<file path="src/rtl/ps2_dir_pkg.sv">
// rtl/ps2_dir_pkg.sv - scan-code constants, decoder/direction enums and helpers for ps2_direction_decoder
package ps2_dir_pkg;

  localparam logic [7:0] SC_EXT   = 8'hE0;
  localparam logic [7:0] SC_BRK   = 8'hF0;
  localparam logic [7:0] SC_UP    = 8'h75;
  localparam logic [7:0] SC_DOWN  = 8'h72;
  localparam logic [7:0] SC_LEFT  = 8'h6B;
  localparam logic [7:0] SC_RIGHT = 8'h74;
  localparam logic [7:0] SC_W     = 8'h1D;
  localparam logic [7:0] SC_A     = 8'h1C;
  localparam logic [7:0] SC_S     = 8'h1B;
  localparam logic [7:0] SC_D     = 8'h23;

  typedef enum logic [1:0] {IDLE, EXT, BRK, EXT_BRK} dec_state_t;

  typedef enum logic [2:0] {DIR_UP, DIR_DOWN, DIR_LEFT, DIR_RIGHT, DIR_NONE} dir_t;

  // Bit position of a direction inside the {up,down,left,right} bitmap.
  function automatic logic [3:0] dir_onehot(dir_t d);
    case (d)
      DIR_UP:    return 4'b1000;
      DIR_DOWN:  return 4'b0100;
      DIR_LEFT:  return 4'b0010;
      DIR_RIGHT: return 4'b0001;
      default:   return 4'b0000;
    endcase
  endfunction

  // Extended (E0-prefixed) arrow codes; anything else maps to DIR_NONE.
  function automatic dir_t arrow_dir(logic [7:0] b);
    case (b)
      SC_UP:    return DIR_UP;
      SC_DOWN:  return DIR_DOWN;
      SC_LEFT:  return DIR_LEFT;
      SC_RIGHT: return DIR_RIGHT;
      default:  return DIR_NONE;
    endcase
  endfunction

  // Plain W/S/A/D make codes; anything else maps to DIR_NONE.
  function automatic dir_t wasd_dir(logic [7:0] b);
    case (b)
      SC_W:    return DIR_UP;
      SC_S:    return DIR_DOWN;
      SC_A:    return DIR_LEFT;
      SC_D:    return DIR_RIGHT;
      default: return DIR_NONE;
    endcase
  endfunction

endpackage

</file>
<file path="src/rtl/ps2_dir_arbiter.sv">
// rtl/ps2_dir_arbiter.sv - fixed-priority fallback select (up>down>left>right) over the held bitmap
module ps2_dir_arbiter
  import ps2_dir_pkg::*;
(
  input  logic [3:0] held,
  output dir_t       fallback_dir
);

  // Pick the highest-priority key still held, or none.
  always_comb begin
    fallback_dir = DIR_NONE;
    if (held[3])      fallback_dir = DIR_UP;
    else if (held[2]) fallback_dir = DIR_DOWN;
    else if (held[1]) fallback_dir = DIR_LEFT;
    else if (held[0]) fallback_dir = DIR_RIGHT;
  end

endmodule

</file>
<file path="src/rtl/ps2_direction_decoder.sv">
// rtl/ps2_direction_decoder.sv - PS/2 scan-code stream to last-pressed-wins direction levels; PS2_DIR_WASD_EN adds W/A/S/D keys
module ps2_direction_decoder
  import ps2_dir_pkg::*;
#(
  parameter int TIMEOUT_CYCLES = 1_000_000,
  parameter int CNT_W          = 20
) (
  input  logic       CLOCK_50,
  input  logic       reset,
  input  logic       in_valid,
  input  logic [7:0] in_byte,
  output logic       up,
  output logic       down,
  output logic       left,
  output logic       right,
  output logic [3:0] held,
  output logic       dir_change,
  output logic       seq_error
);

  // The counter starts at 0 the cycle after a byte, so hitting this value
  // means TIMEOUT_CYCLES-1 idle cycles have elapsed in a prefix state.
  localparam logic [CNT_W-1:0] TMO_LAST = CNT_W'(TIMEOUT_CYCLES - 2);

  dec_state_t       state;
  logic [CNT_W-1:0] tmo_cnt;
  logic [3:0]       arrow_held;
  logic [3:0]       wasd_held;
  dir_t             last;

  dir_t       adir;
  dir_t       press_dir;
  logic       press;
  logic [3:0] arrow_nxt;
  logic [3:0] wasd_nxt;
  logic [3:0] held_nxt;
  dir_t       fallback;
  dir_t       last_nxt;
  logic [3:0] dirs_nxt;

  assign adir = arrow_dir(in_byte);
  assign held = arrow_held | wasd_held;

`ifdef PS2_DIR_WASD_EN
  dir_t wdir;
  assign wdir = wasd_dir(in_byte);
`endif

  // Key events carried by this byte: press/release per source bitmap.
  always_comb begin
    arrow_nxt = arrow_held;
    wasd_nxt  = wasd_held;
    press     = 1'b0;
    press_dir = DIR_NONE;
    if (in_valid) begin
      case (state)
        EXT: begin
          if (adir != DIR_NONE) begin
            arrow_nxt = arrow_held | dir_onehot(adir);
            press     = 1'b1;
            press_dir = adir;
          end
        end
        EXT_BRK: begin
          if (adir != DIR_NONE) arrow_nxt = arrow_held & ~dir_onehot(adir);
        end
`ifdef PS2_DIR_WASD_EN
        IDLE: begin
          if (wdir != DIR_NONE) begin
            wasd_nxt  = wasd_held | dir_onehot(wdir);
            press     = 1'b1;
            press_dir = wdir;
          end
        end
        BRK: begin
          if (wdir != DIR_NONE) wasd_nxt = wasd_held & ~dir_onehot(wdir);
        end
`endif
        default: ;
      endcase
    end
    held_nxt = arrow_nxt | wasd_nxt;
  end

  ps2_dir_arbiter u_arbiter (
    .held         (held_nxt),
    .fallback_dir (fallback)
  );

  // Last-pressed-wins; when the active key drops out, fall back by priority.
  always_comb begin
    last_nxt = last;
    if (press) begin
      last_nxt = press_dir;
    end else if (last != DIR_NONE && (held_nxt & dir_onehot(last)) == 4'b0000) begin
      last_nxt = fallback;
    end
    dirs_nxt = dir_onehot(last_nxt);
  end

  // Prefix decoder FSM, timeout counter, held state and registered outputs.
  always_ff @(posedge CLOCK_50 or posedge reset) begin
    if (reset) begin
      state      <= IDLE;
      tmo_cnt    <= '0;
      arrow_held <= 4'b0000;
      wasd_held  <= 4'b0000;
      last       <= DIR_NONE;
      up         <= 1'b0;
      down       <= 1'b0;
      left       <= 1'b0;
      right      <= 1'b0;
      dir_change <= 1'b0;
      seq_error  <= 1'b0;
    end else begin
      arrow_held <= arrow_nxt;
      wasd_held  <= wasd_nxt;
      last       <= last_nxt;
      {up, down, left, right} <= dirs_nxt;
      dir_change <= (dirs_nxt != {up, down, left, right});
      seq_error  <= 1'b0;
      if (in_valid) begin
        tmo_cnt <= '0;
        case (state)
          IDLE: begin
            if (in_byte == SC_EXT)      state <= EXT;
            else if (in_byte == SC_BRK) state <= BRK;
          end
          EXT: begin
            if (in_byte == SC_BRK) begin
              state <= EXT_BRK;
            end else if (in_byte == SC_EXT) begin
              state     <= EXT;
              seq_error <= 1'b1;
            end else begin
              state <= IDLE;
            end
          end
          EXT_BRK: state <= IDLE;
          BRK:     state <= IDLE;
          default: state <= IDLE;
        endcase
      end else if (state != IDLE) begin
        if (tmo_cnt == TMO_LAST) begin
          state     <= IDLE;
          tmo_cnt   <= '0;
          seq_error <= 1'b1;
        end else begin
          tmo_cnt <= tmo_cnt + 1'b1;
        end
      end
    end
  end

endmodule

</file>
<file path="config.mk">
export PLATFORM = sky130hd
export DESIGN_NAME = ps2_direction_decoder
export DESIGN_NICKNAME = d
export VERILOG_FILES = /design/src/rtl/ps2_dir_pkg.sv /design/src/rtl/ps2_dir_arbiter.sv /design/src/rtl/ps2_direction_decoder.sv
export SDC_FILE = /design/constraint.sdc
export NUM_CORES = 1
export LEC_CHECK = 0
export ABC_AREA = 0
export CAP_MARGIN = 20
export CORE_MARGIN = 1
export CORE_UTILIZATION = 45
export DETAILED_ROUTE_END_ITERATION = 12
export PLACE_DENSITY = 0.77
export SLEW_MARGIN = 10
export SYNTH_ARGS = -nofsm -noshare
export SYNTH_HDL_FRONTEND = slang
export SYNTH_HIERARCHICAL = 1
export SYNTH_SLANG_ARGS = --single-unit
</file>
<file path="constraint.sdc">
create_clock -name CLOCK_50 -period 6.9 [get_ports CLOCK_50]
set_input_delay 1.38 -clock CLOCK_50 [delete_from_list [all_inputs] [get_ports CLOCK_50]]
set_output_delay 1.38 -clock CLOCK_50 [all_outputs]
set_load 0.02 [all_outputs]
</file>
## Yosys cells after proc, flatten, opt, wreduce, memory -nomap -nowiden

Cells that the tools add are included.

- Add/subtract/negate cells: 1
- Multiply operators: 0
- Divide/modulo/power cells: 0
- $lt $le $gt $ge: 0
- Eq/ne operators: 23
- Shifts and indexed selects: 0
- Mux-type cells: 43
- Bitwise logic cells: 4
- Reductions and logical operators: 11

Operator list:

| cell | count |
|---|---|
| 2-to-1 mux 20 bit | 3 |
| one-hot mux 4 bit (4 select lines) | 3 |
| 2-to-1 mux 4 bit | 9 |
| equality test 8 x 7 -> 1 bit, second input constant | 4 |
| 2-to-1 mux 3 bit | 9 |
| adder 20 x 1 -> 20 bit, second input constant | 1 |
| equality test 20 bit, second input constant | 1 |
| equality test 3 x 2 -> 1 bit, second input constant | 6 |
| equality test 8 bit, second input constant | 2 |
| 2-to-1 mux 2 bit | 6 |
| one-hot mux 3 bit (4 select lines) | 1 |
| 2-to-1 mux 1 bit | 10 |
| equality test 3 x 1 -> 1 bit, second input constant | 3 |
| zero test 3 bit | 3 |
| bitwise AND 4 bit | 2 |
| one-hot mux 4 bit (2 select lines) | 1 |
| != test 3 bit, second input constant | 2 |
| one-hot mux 2 bit (3 select lines) | 1 |
| nonzero test 2 bit | 3 |
| equality test 2 bit, second input constant | 2 |
| zero test 4 bit | 1 |
| != test 4 bit | 1 |
| != test 4 bit, second input constant | 1 |
| inverter 4 bit | 1 |
| 6 further kinds | 6 |

- Register bits after elaboration: 35
- Bits in latches: 0
- Memory bits (writable): 0
- Bits in read-only memories: 0
- Bits of input ports: 11
- Output and inout port bits: 10
- Memories kept: 0

## Logic depth before layout (Yosys ltp)

Gate-level depths: netlist (run 1).

- Word-level depth: 21
- Depth in mapped cells: 13
- Mapped depth without buffers: 11

## Cells and area by module

Netlist (run 1), hierarchy kept.

By module, submodules not included:

| module | times used | cells each | area an instance (µm²) | seq. area each (µm²) |
|---|---|---|---|---|
| ps2_direction_decoder | 1 | 209 | 1991.9 | 877.1 |
| ps2_dir_arbiter | 1 | 6 | 36.3 | 0.0 |

## Least setup slack after synthesis (run 1)

No wires, ideal clock.

- Path kind: input-to-reg
- From: input port in_byte[3]
- To: register dir_change
- Library setup time: 0.101 ns
- Arrival: 3.618 ns
- Setup slack: 3.181 ns
- Stages: 9
- Buffers on the path: 1
- Cell sequence: nand4bb_1 -> or2_0 -> buf_2 -> o31ai_1 -> a211oi_1 -> a221o_1 -> nand2_1 -> mux2_2 -> o32ai_1

RTL lines:

| item | line | text |
|---|---|---|
| from (decl) | ps2_direction_decoder.sv:11 | `input logic [7:0] in_byte,` |
| equality test 8 x 7 -> 1 bit | ps2_dir_pkg.sv:32 | `case (b)` |
| one-hot mux 3 bit (4 select lines) (*) | ps2_dir_pkg.sv:32 |  |
| equality test 3 x 2 -> 1 bit (tied with other cells) | ps2_dir_pkg.sv:21 | `case (d)` |
| one-hot mux 4 bit (4 select lines) | ps2_dir_pkg.sv:21 |  |
| 2-to-1 mux 4 bit | ps2_direction_decoder.sv:58, ps2_direction_decoder.sv:65 |  |
| 2-to-1 mux 4 bit | ps2_direction_decoder.sv:56 | `case (state)` |
| 2-to-1 mux 4 bit | ps2_direction_decoder.sv:55 | `if (in_valid) begin` |
| inverter 4 bit | ps2_direction_decoder.sv:65 | `if (adir != DIR_NONE) arrow_nxt = arrow_held & ~dir_onehot(adir);` |
| [4 not listed] | -- |  |
| net arrow_nxt[2] | ps2_direction_decoder.sv:34 | `logic [3:0] arrow_nxt;` |
| [1 not listed] | -- |  |
| zero test 4 bit | ps2_direction_decoder.sv:95 | `end else if (last != DIR_NONE && (held_nxt & dir_onehot(last)) == 4'b0000) begin` |
| logical AND 1 bit | ps2_direction_decoder.sv:95 |  |
| 2-to-1 mux 3 bit (*) | ps2_direction_decoder.sv:95 |  |
| 2-to-1 mux 3 bit (*) | ps2_direction_decoder.sv:93 | `if (press) begin` |
| net last_nxt[1] | ps2_direction_decoder.sv:38 | `dir_t last_nxt;` |
| equality test 3 x 2 -> 1 bit (tied with other cells) | ps2_dir_pkg.sv:21 |  |
| one-hot mux 4 bit (4 select lines) (*) | ps2_dir_pkg.sv:21 |  |
| != test 4 bit (*) | ps2_direction_decoder.sv:120 | `dir_change <= (dirs_nxt != {up, down, left, right});` |
| to (signal assigned) | ps2_direction_decoder.sv:120 |  |
| to (decl) | ps2_direction_decoder.sv:17 | `output logic dir_change,` |

The timed path passes the listed nets; every way through them passes the cells marked *. The select of a mux whose other input is x is not followed.
A chain may end at the register's enable or synchronous reset.

## Final worst setup path (run 1)

- From: input port in_valid
- To: register dir_change

RTL lines:

| item | line | text |
|---|---|---|
| from (decl) | ps2_direction_decoder.sv:10 | `input logic in_valid,` |
| 2-to-1 mux 4 bit (*) | ps2_direction_decoder.sv:55 |  |
| net arrow_nxt[2] | ps2_direction_decoder.sv:34 |  |
| bitwise AND 4 bit | ps2_direction_decoder.sv:95 |  |
| zero test 4 bit | ps2_direction_decoder.sv:95 |  |
| logical AND 1 bit | ps2_direction_decoder.sv:95 |  |
| 2-to-1 mux 3 bit (*) | ps2_direction_decoder.sv:95 |  |
| 2-to-1 mux 3 bit (*) | ps2_direction_decoder.sv:93 |  |
| net last_nxt[1] | ps2_direction_decoder.sv:38 |  |
| equality test 3 x 2 -> 1 bit (tied with other cells) | ps2_dir_pkg.sv:21 |  |
| one-hot mux 4 bit (4 select lines) (*) | ps2_dir_pkg.sv:21 |  |
| != test 4 bit (*) | ps2_direction_decoder.sv:120 |  |

The timed path passes the listed nets; every way through them passes the cells marked *.

==> out/qor.yml, run 1 <==
clk_latency_ns: 0.29
initial_core_util_pct: 46.6
fp.dieW_um: 69.1
port_buffers: 20
hold_viol_final: 0
crit_path_end_kind: "flop"
p_switching_uw: 87.1
routed_wl_um: 4180
drive_above_1_share_pct: 8.82
ir_drop_v: 0.0000858
critPathKind: "in -> reg"
worst_slew_pin_slew_ns: 0.798
worst-path-buf-inv: 1
syn_nets: 228
r2r_start: "tmo_cnt[12]"
syn-cell-area_mm2: 0.00203
holdPathEnd: "tmo_cnt[18]"
via_per_inst: 5.88
synth_seq_cells: 35
crit_chain: "clkdlybuf4s50_1 -> nand2_1 -> or2_0 -> o31ai_1 -> a211oi_1 -> a221o_1 -> nand2_1 -> mux2_2 -> o32ai_1"
grt_pass1_wl_um: 7360
postSynth.asyncResetShare_pct: 100
min_from: "tmo_cnt[18]"
period_share_pct: 64.8
fin_crit_ns: 4.47
cp_common_cell: "nand2_1"
crit_family: "compound AO/OA/AOI/OAI gates"
cts_setup_buffers: 0
drv_cap: 0
grt_pass1_vias: 1590
tritoncts: "done"
synthCells: 215
critPathMaxFanout: 14
r2r_cells: 6
combPwrFrac_pct: 5.4
die_y_um: 69.1
seqPwrFrac_pct: 49.6
clock-skew-final_ns: 0.00420
whs_path_depth: 1
status: "completed"
fillers: 382
route.vias.total: 1704
diodes: 0
finalSetupTns_ns: 0
synth_area_per_cell_um2: 9.43
place_hpwl_um: 2870
grt_max_degree: 36
firstDrtPassIters: 4
clock_sinks: 35
slew_headroom_pct: 46.6
p_int_uw: 333
numCtsBuffers: 5
place_congestion: 0.824
clockPowerShare_pct: 45.0
yosys_warnings: 6
clockBufferDepth: 2
antenna_found_initial: 0
setup_violations: 0
worst_hold_slack_ns: 0.536
coreArea_mm2: 0.00435
slew_violations: 0
min_path_type: "reg -> reg"
dpl_cell_area_mm2: 0.00226
worstReg2RegEnd: "tmo_cnt[17]"
power_density_mw_per_mm2: 176
antenna_left: 0
yosysSeqAreaShare_pct: 43.2
power_leakage_uw: 0.000958
critPathMaxStageDelay_ns: 0.74
rsz0062_at_grt: "no"
max_clock_freq_ghz: 0.224
clk_pin_slew_ns: 0.07
hold_buffers: 0
yosysUniqueCellTypes: 56
utilization_pct: 54.7
synth_edf_count: 0
routedWlPerCell_um: 14.4
syn_to_final_growth_pct: 17.5
drc: 0
cts_htree_levels: 2
cts-root-buf: "clkbuf_8"
start_kind: "input pin"
critPathArrivalTime_ns: 4.66
regToRegSetupSlack_ns: 3.74
dieArea_mm2: 0.00478
ys.flop_type: "dfrtp_1"
power.share.switching_pct: 20.7
worstPathRequired_ns: 7.08
rows: 24
post_cts_resized: 0
grt_overflow: 0
drt-initial-drc-count: 188
pin_count: 21
fin_nets: 250
final_area_mm2: 0.00238
cpMaxStageDelayCell: "clkdlybuf4s50_1"
grtUsageTotal_pct: 19.2
-- cells in the final DEF, fill, tap and decap left out, types with 2 or more instances in the layout --
cell type         n
inv_1             9
o21ai_0           9
a21oi_1           8
nand4_1           6
xor2_1            9
nand3_1          10
clkdlybuf4s50_1  20
clkbuf_8          6
nor2_1           34
ha_1              2
nor3b_1           3
nand2b_1          2
a211oi_1          2
nor4_2            2
and3_1            2
a32o_1            2
o31ai_1           8
o21a_1            3
nand4b_1          3
and4b_1           2
nor4b_1           2
nor2b_1           2
dfrtp_1          34
nor4_1            2
nor3_1            4
o21ai_1           3
nand4bb_1         2
or4_1             4
xnor2_1           4
nand2_1          12
-- logic make-up after synthesis --
family          share of synthesized area, %
fa+ha+maj                               1.23
compound gates                          15.1
simple gates                            30.6
mux                                    0.555
flops                                   43.2
buf+inv                                 3.64
xor+xnor                                5.61
-- metal layers --
metal  routed length, um  GRT usage [%]
met2                2030           30.1
met1                1960           26.2
met3                 123           3.51
met5                   0              0
met4                  61           7.48
-- stage by stage --
stage	setup slack, ns	cells	power, uW
2_1_floorplan	3.18	215	224
3_3_place_gp	2.30	282	235
3_5_place_dp	2.18	282	235
4_1_cts	2.47	290	426
5_1_grt	2.15	290	436
6_report	2.43	290	420
-- how the worst max path moves through the flow --
stage                          start  slack [ns]  depth (start not counted)         end
after floorplan           in_byte[3]        3.18                          9  dir_change
after detailed placement    in_valid        2.18                          9  dir_change
after global placement      in_valid        2.30                          9  dir_change
after global routing        in_valid        2.15                          9  dir_change
after CTS                   in_valid        2.47                          9  dir_change
final                       in_valid        2.43                          9  dir_change
-- synth_stat cells, drive strengths merged, types with 3 or more instances --
master / number / area share [%]
a21oi: 8 / 2.0
buf: 4 / 1.4
dfrtp: 34 / 42
inv: 10 / 1.9
nand2: 12 / 2.2
nand2b: 3 / 1.3
nand3: 10 / 2.5
nand4: 6 / 1.9
nand4b: 3 / 1.3
nand4bb: 3 / 2.5
nor2: 34 / 6.3
nor3: 4 / 0.99
nor3b: 3 / 1.1
nor4: 4 / 1.9
o21a: 3 / 1.1
o21ai: 12 / 3.0
o31ai: 8 / 3.0
or4: 4 / 1.5
xnor2: 4 / 1.7
xor2: 9 / 3.9
-- sequential cells by signal, summed over array words and instances (netlist names) --
| signal | cells |
|---|---|
| state | 2 |
| arrow_held | 4 |
| seq_error | 1 |
| tmo_cnt | 20 |
| right | 1 |
| left | 1 |
| last | 3 |
| dir_change | 1 |
| down | 1 |
| up | 1 |
-- power groups by stage --
| stage | clock network, uW | registers, uW | logic [uW] |
|---|---|---|---|
| floorplan | 0 | 212 | 12.6 |
| global placement | 0 | 212 | 22.6 |
| detailed placement | 0 | 212 | 22.9 |
| CTS | 195 | 208 | 23.0 |
| global route | 202 | 208 | 26.1 |
| finish | 189 | 208 | 22.8 |
-- area by class of cell --
type	count	area (um2)	area share [%]
Multi-Input combinational cell	164	1080	45.2
Sequential cell	35	877	36.8
Timing Repair Buffer	21	208	8.72
Clock buffer	6	82.6	3.47
Tap cell	52	65.1	2.73
Inverter	10	37.5	1.58
Clock inverter	2	35.0	1.47
(Power assumes the default switching activity.)
==> run 2, diff against run 1 <==
--- a/config.mk
+++ b/config.mk
@@ -10,7 +10,7 @@
 export CORE_MARGIN = 1
 export CORE_UTILIZATION = 45
 export DETAILED_ROUTE_END_ITERATION = 12
-export PLACE_DENSITY = 0.77
+export PLACE_DENSITY = 0.79
 export SLEW_MARGIN = 10
 export SYNTH_ARGS = -nofsm -noshare
 export SYNTH_HDL_FRONTEND = slang
==> constraint.sdc (replaced) <==
create_clock -name CLOCK_50 -period 4.1 [get_ports CLOCK_50]
set_input_delay 0.82 -clock CLOCK_50 [delete_from_list [all_inputs] [get_ports CLOCK_50]]
set_output_delay 0.82 -clock CLOCK_50 [all_outputs]
set_load 0.02 [all_outputs]
==> run 2 against run 1 <==
Setup slack worse by 1.9 ns. Critical endpoint unchanged. Sequential power is 69% higher. Combinational power is 87% higher.
==> out/qor.yml, run 2 (synthesis gave the netlist of run 1 again) <==
status: "completed"
firstDrtPassIters: 4  # unchanged
slew_violations: 0  # unchanged
diodes: 0  # unchanged
numCtsBuffers: 5  # unchanged
clk_latency_ns: 0.29  # about the same
via_per_inst: 5.71  # -2.7%
cts_setup_buffers: 0  # unchanged
min_from: "tmo_cnt[18]"
clk_pin_slew_ns: 0.08  # about the same
critPathKind: "in -> reg"
fp.dieW_um: 69.1  # unchanged
start_kind: "input pin"
syn_to_final_growth_pct: 19.7
regToRegSetupSlack_ns: 1.18  # -2.56 ns
cpMaxStageDelayCell: "clkdlybuf4s50_1"
cts-root-buf: "clkbuf_8"
crit_family: "simple AND/OR/NAND/NOR gates"
critPathArrivalTime_ns: 3.71  # -0.95 ns
whs_path_depth: 1  # unchanged
rsz0062_at_grt: "no"
total_power_uw: 702  # +67%
worst_slew_pin_slew_ns: 0.655  # -0.143 ns
fin_nets: 254  # +1.6%
coreArea_mm2: 0.00435  # unchanged
drc: 0  # unchanged
grt_overflow: 0  # unchanged
holdPathEnd: "tmo_cnt[18]"
utilization_pct: 55.7  # +1.0 points
crit_path_end_kind: "flop"
drt-initial-drc-count: 86  # -54%
antenna_found_initial: 0  # unchanged
pin_count: 21  # unchanged
tritoncts: "done"
power_density_mw_per_mm2: 289  # +64%
crit_chain: "clkdlybuf4s50_1 -> nand4bb_1 -> or2_0 -> o21ai_0 -> o31ai_1 -> nor2_1 -> nor3_1 -> and2b_1 -> a221o_1 -> nand2b_4 -> nor3b_1 -> o32ai_1"
worst-path-buf-inv: 1  # unchanged
r2r_start: "tmo_cnt[12]"
grt_max_degree: 25  # -31%
critPathMaxFanout: 6  # -8
dieArea_mm2: 0.00478  # unchanged
top_register: "tmo_cnt"
grt_pass1_wl_um: 7420  # +0.75%
max_clock_freq_ghz: 0.283
worstPathRequired_ns: 4.29  # -2.79 ns
routedWlPerCell_um: 14.1  # -2.4%
period_share_pct: 86.1
power_leakage_uw: 0.000983  # +2.6%
clock_sinks: 35  # unchanged
cts_htree_levels: 2  # unchanged
rows: 24  # unchanged
drv_cap: 0  # unchanged
finalSetupTns_ns: 0  # unchanged
place_hpwl_um: 3020  # +5.0%
initial_core_util_pct: 46.6  # unchanged
grt_pass1_vias: 1640  # +3.1%
largest_reg_flops: 20  # unchanged
route.vias.total: 1680  # -1.4%
routed_wl_um: 4130  # -1.0%
antenna_left: 0  # unchanged
post_cts_resized: 0  # unchanged
clockBufferDepth: 2  # unchanged
r2r_cells: 8  # +2
die_y_um: 69.1  # unchanged
hold_buffers: 0  # unchanged
place_congestion: 0.817  # -0.85%
hold_viol_final: 0  # unchanged
fin_crit_ns: 3.53
drive_above_1_share_pct: 10.3  # +1.5 points
min_path_type: "reg -> reg"
worstReg2RegEnd: "tmo_cnt[18]"
reg_top3: "tmo_cnt: 20 flops, arrow_held: 4 flops, last: 3 flops"
port_buffers: 20  # unchanged
ir_drop_v: 0.000142  # +65%
grtUsageTotal_pct: 19.2  # +0.040 points
critPathMaxStageDelay_ns: 0.56  # -0.18 ns
slew_headroom_pct: 56.0  # +9.4 points
setup_violations: 0  # unchanged
final_cell_mix: "nor2_1, dfrtp_1, clkdlybuf4s50_1, nand2_1, nand3_1"
clock-skew-final_ns: 0.00928  # +0.00508 ns
run 2: cell types whose count changed in the layout (fill, tap and decap cells not counted), sizes merged:
cell | previous run | this run
buf | 1 | 5
clkbuf | 6 | 5
clkinv | 1 | 2
run 2: stage by stage:
step                      worst slack (ns)  area, um2  std cells  hold WS, ns
after floorplan                      0.941       2030        215        0.471
after global routing                 0.323       2430        294        0.584
final                                0.570       2430        294        0.537
after detailed placement             0.315       2290        285        0.525
after global placement               0.368       2290        285        0.518
after CTS                            0.613       2400        293        0.536
run 2: power by group:
part / internal (uW) / leakage, uW / switching, uW / total (uW)
clock: 181 / 0.0000581 / 128 / 309
sequential: 347 / 0.000485 / 3.53 / 351
combinational: 20.6 / 0.000440 / 22.1 / 42.7
total: 549 / 0.000983 / 154 / 702
run 2: cell type report:
cell class | instances | area (um2)
clock buffer | 5 | 68.8
clock inverter | 3 | 43.8
fill | 380 | 1930
inverter | 10 | 37.5
multi-input combinational | 164 | 1080
sequential | 35 | 877
tap | 52 | 65.1
timing repair buffer | 25 | 258
run 2: layer usage:
| layer | routed length (um) | vias to the layer above | track usage, % |
|---|---|---|---|
| li1 | - | 847 | - |
| met1 | 1950 | 799 | 25.3 |
| met2 | 1990 | 27 | 30.6 |
| met3 | 134 | 7 | 4.97 |
| met4 | 54 | 0 | 6.58 |
| met5 | 0 | - | 0 |
run 2: worst max path at each step:
stage	startpoint	end	depth (start not counted)
floorplan	in_byte[3]	dir_change	9
global placement	in_byte[2]	dir_change	10
detailed placement	in_byte[2]	dir_change	10
CTS	in_byte[4]	dir_change	12
global route	in_byte[2]	dir_change	10
finish	in_byte[4]	dir_change	12
run 2: worst register-to-register path, stage by stage, from the launching register on:
cell and delay (ns):
dfrtp_1 0.41, or4b_1 0.53, or4_1 0.51, nor4_2 0.64, nor2_1 0.20, o21ai_1 0.22
nor2b_1 0.08, o21ai_1 0.12, o31ai_1 0.09
==> run 3, diff against run 2 <==
--- a/config.mk
+++ b/config.mk
@@ -10,7 +10,7 @@
 export CORE_MARGIN = 1
 export CORE_UTILIZATION = 45
 export DETAILED_ROUTE_END_ITERATION = 12
-export PLACE_DENSITY = 0.79
+export PLACE_DENSITY = 0.77
 export SLEW_MARGIN = 10
 export SYNTH_ARGS = -nofsm -noshare
 export SYNTH_HDL_FRONTEND = slang
==> constraint.sdc (replaced) <==
create_clock -name CLOCK_50 -period 4.3 [get_ports CLOCK_50]
set_input_delay 0.86 -clock CLOCK_50 [delete_from_list [all_inputs] [get_ports CLOCK_50]]
set_output_delay 0.86 -clock CLOCK_50 [all_outputs]
set_load 0.02 [all_outputs]
==> run 3 against run 2 <==
Non-clock buffer count fell by 2. Die area did not move. Cell area fell by 2.7%. Core utilization fell by 1.5 points. First-iteration DRC count rose by 13%. Highest routed layer unchanged.
==> out/qor.yml, run 3 (synthesis gave the netlist of run 1 again) <==
slew_headroom_pct: 43.8  # -12 points
holdPathEnd: "tmo_cnt[18]"
drt-initial-drc-count: 97  # +13%
cts_htree_levels: 2  # unchanged
port_buffers: 20  # unchanged
slew_violations: 0  # unchanged
r2r_cells: 6  # -2
clk_pin_slew_ns: 0.07  # about the same
place_inst: 284  # -0.35%
max_clock_freq_ghz: 0.284
place_congestion: 0.829  # +1.5%
cts_setup_buffers: 0  # unchanged
tritoncts: "done"
fin_crit_ns: 3.52
via_per_inst: 5.80  # +1.6%
coreArea_mm2: 0.00435  # unchanged
numCtsBuffers: 5  # unchanged
worst-path-buf-inv: 2  # +1
worstPathRequired_ns: 4.45  # +0.16 ns
top_register: "tmo_cnt"
power_density_mw_per_mm2: 254  # -12%
drive_above_1_share_pct: 8.75  # -1.6 points
cpMaxStageDelayCell: "or4_1"
grt_max_degree: 36  # +44%
critPathMaxStageDelay_ns: 0.58  # +0.02 ns
dieArea_mm2: 0.00478  # unchanged
ir_drop_v: 0.000139  # -1.8%
worstReg2RegEnd: "tmo_cnt[19]"
fin_nets: 252  # -0.79%
power_leakage_uw: 0.000949  # -3.4%
fillers: 411  # +8.2%
final_cell_mix: "nor2_1, dfrtp_1, clkdlybuf4s50_1, nand2_1, nand3_1"
cts-root-buf: "clkbuf_8"
post_cts_resized: 0  # unchanged
start_kind: "input pin"
setup_violations: 0  # unchanged
critPathArrivalTime_ns: 3.67  # -0.04 ns
grt_overflow: 0  # unchanged
worst_slew_pin_slew_ns: 0.841  # +0.186 ns
clk_latency_ns: 0.28  # about the same
route.vias.total: 1695  # +0.89%
clock_sinks: 35  # unchanged
pin_count: 21  # unchanged
crit_path_end_kind: "flop"
drv_cap: 0  # unchanged
rsz0062_at_grt: "no"
finalSetupTns_ns: 0  # unchanged
layout_setup_ws_ns: 0.780  # +0.210 ns
clockBufferDepth: 2  # unchanged
antenna_left: 0  # unchanged
syn_to_final_growth_pct: 16.4
initial_core_util_pct: 46.6  # unchanged
grtUsageTotal_pct: 18.1  # -1.1 points
grt_pass1_wl_um: 6950  # -6.3%
clock-skew-final_ns: 0.00571  # -0.00357 ns
cp.depth: 10  # -2
antenna_found_initial: 0  # unchanged
post-place-ws_ns: 0.509  # +0.194 ns
die_y_um: 69.1  # unchanged
routed_wl_um: 4040  # -2.2%
largest_reg_flops: 20  # unchanged
regToRegSetupSlack_ns: 1.11  # -0.07 ns
finalNonFillerCells: 292  # -0.68%
place_hpwl_um: 2950  # -2.1%
routedWlPerCell_um: 13.8  # -1.5%
crit_chain: "clkdlybuf4s50_1 -> nand4bb_1 -> or4_1 -> a311oi_1 -> o21ai_1 -> nand4b_1 -> and2_1 -> inv_2 -> nor4_1 -> o32ai_1"
hold_buffers: 0  # unchanged
hold_viol_final: 0  # unchanged
critPathMaxFanout: 8  # +2
min_path_type: "reg -> reg"
status: "completed"
firstDrtPassIters: 4  # unchanged
diodes: 0  # unchanged
rows: 24  # unchanged
whs_path_depth: 1  # unchanged
r2r_start: "tmo_cnt[12]"
crit_family: "simple AND/OR/NAND/NOR gates"
critPathKind: "in -> reg"
min_from: "tmo_cnt[18]"
drc: 0  # unchanged
period_share_pct: 81.9
grt_pass1_vias: 1561  # -4.8%
fp.dieW_um: 69.1  # unchanged
reg_top3: "tmo_cnt: 20 flops, arrow_held: 4 flops, last: 3 flops"
-- run 3: cell count changes in the layout (fill, tap and decap cells not counted) --
cell | previous run | this run
buf_16 | 1 | 0
buf_4 | 4 | 3
bufinv_16 | 1 | 0
clkbuf_1 | 0 | 2
clkinv_4 | 1 | 0
-- run 3: worst max-delay path by stage --
stage,start,endpoint,slack (ns)
floorplan,in_byte[3],dir_change,1.10
global placement,in_byte[4],dir_change,0.56
detailed placement,in_byte[2],dir_change,0.51
CTS,in_byte[2],dir_change,0.82
global route,in_byte[4],dir_change,0.51
finish,in_byte[2],dir_change,0.78
-- run 3: final cells by class --
cell class / instances / area (um2) / share of cell area (%)
multi-input cells: 164 / 1080 / 45.6
flip-flops and latches: 35 / 877 / 37.1
repair buffers: 23 / 223 / 9.43
clock buffers: 7 / 76.3 / 3.23
well taps: 52 / 65.1 / 2.76
inverters: 10 / 37.5 / 1.59
clock inverters: 1 / 5.00 / 0.212
-- run 3: worst reg2reg max path: cells and delay by family (launching register included) --
kind | cells | cell delay (ns)
simple gates | 6 | 2.63
flops | 1 | 0.41
-- run 3: layer usage --
| metal | part of all wire [%] | global-route usage (%) | up-vias |
|---|---|---|---|
| met5 | 0 | 0 | - |
| met4 | 1.2 | 6.58 | 0 |
| met2 | 49 | 29.7 | 24 |
| met3 | 3.2 | 4.24 | 5 |
| met1 | 46 | 23.5 | 822 |
| li1 | - | - | 844 |
-- run 3: stage by stage --
stage / hold WS (ns) / utilization [%] / area [um2] / power [uW]
finish: 0.536 / 54.2 / 2360 / 600
global route: 0.556 / 54.2 / 2360 / 629
CTS: 0.535 / 54.2 / 2360 / 608
detailed placement: 0.525 / 52.4 / 2280 / 378
global placement: 0.513 / 52.4 / 2280 / 377
floorplan: 0.471 / - / 2030 / 360
-- run 3: where the power goes --
part,total (uW),internal (uW),switching [uW],leakage (uW)
Clock,229,114,115,0.0000422
Combinational,36.7,16.5,20.2,0.000422
Sequential,334,331,3.13,0.000485
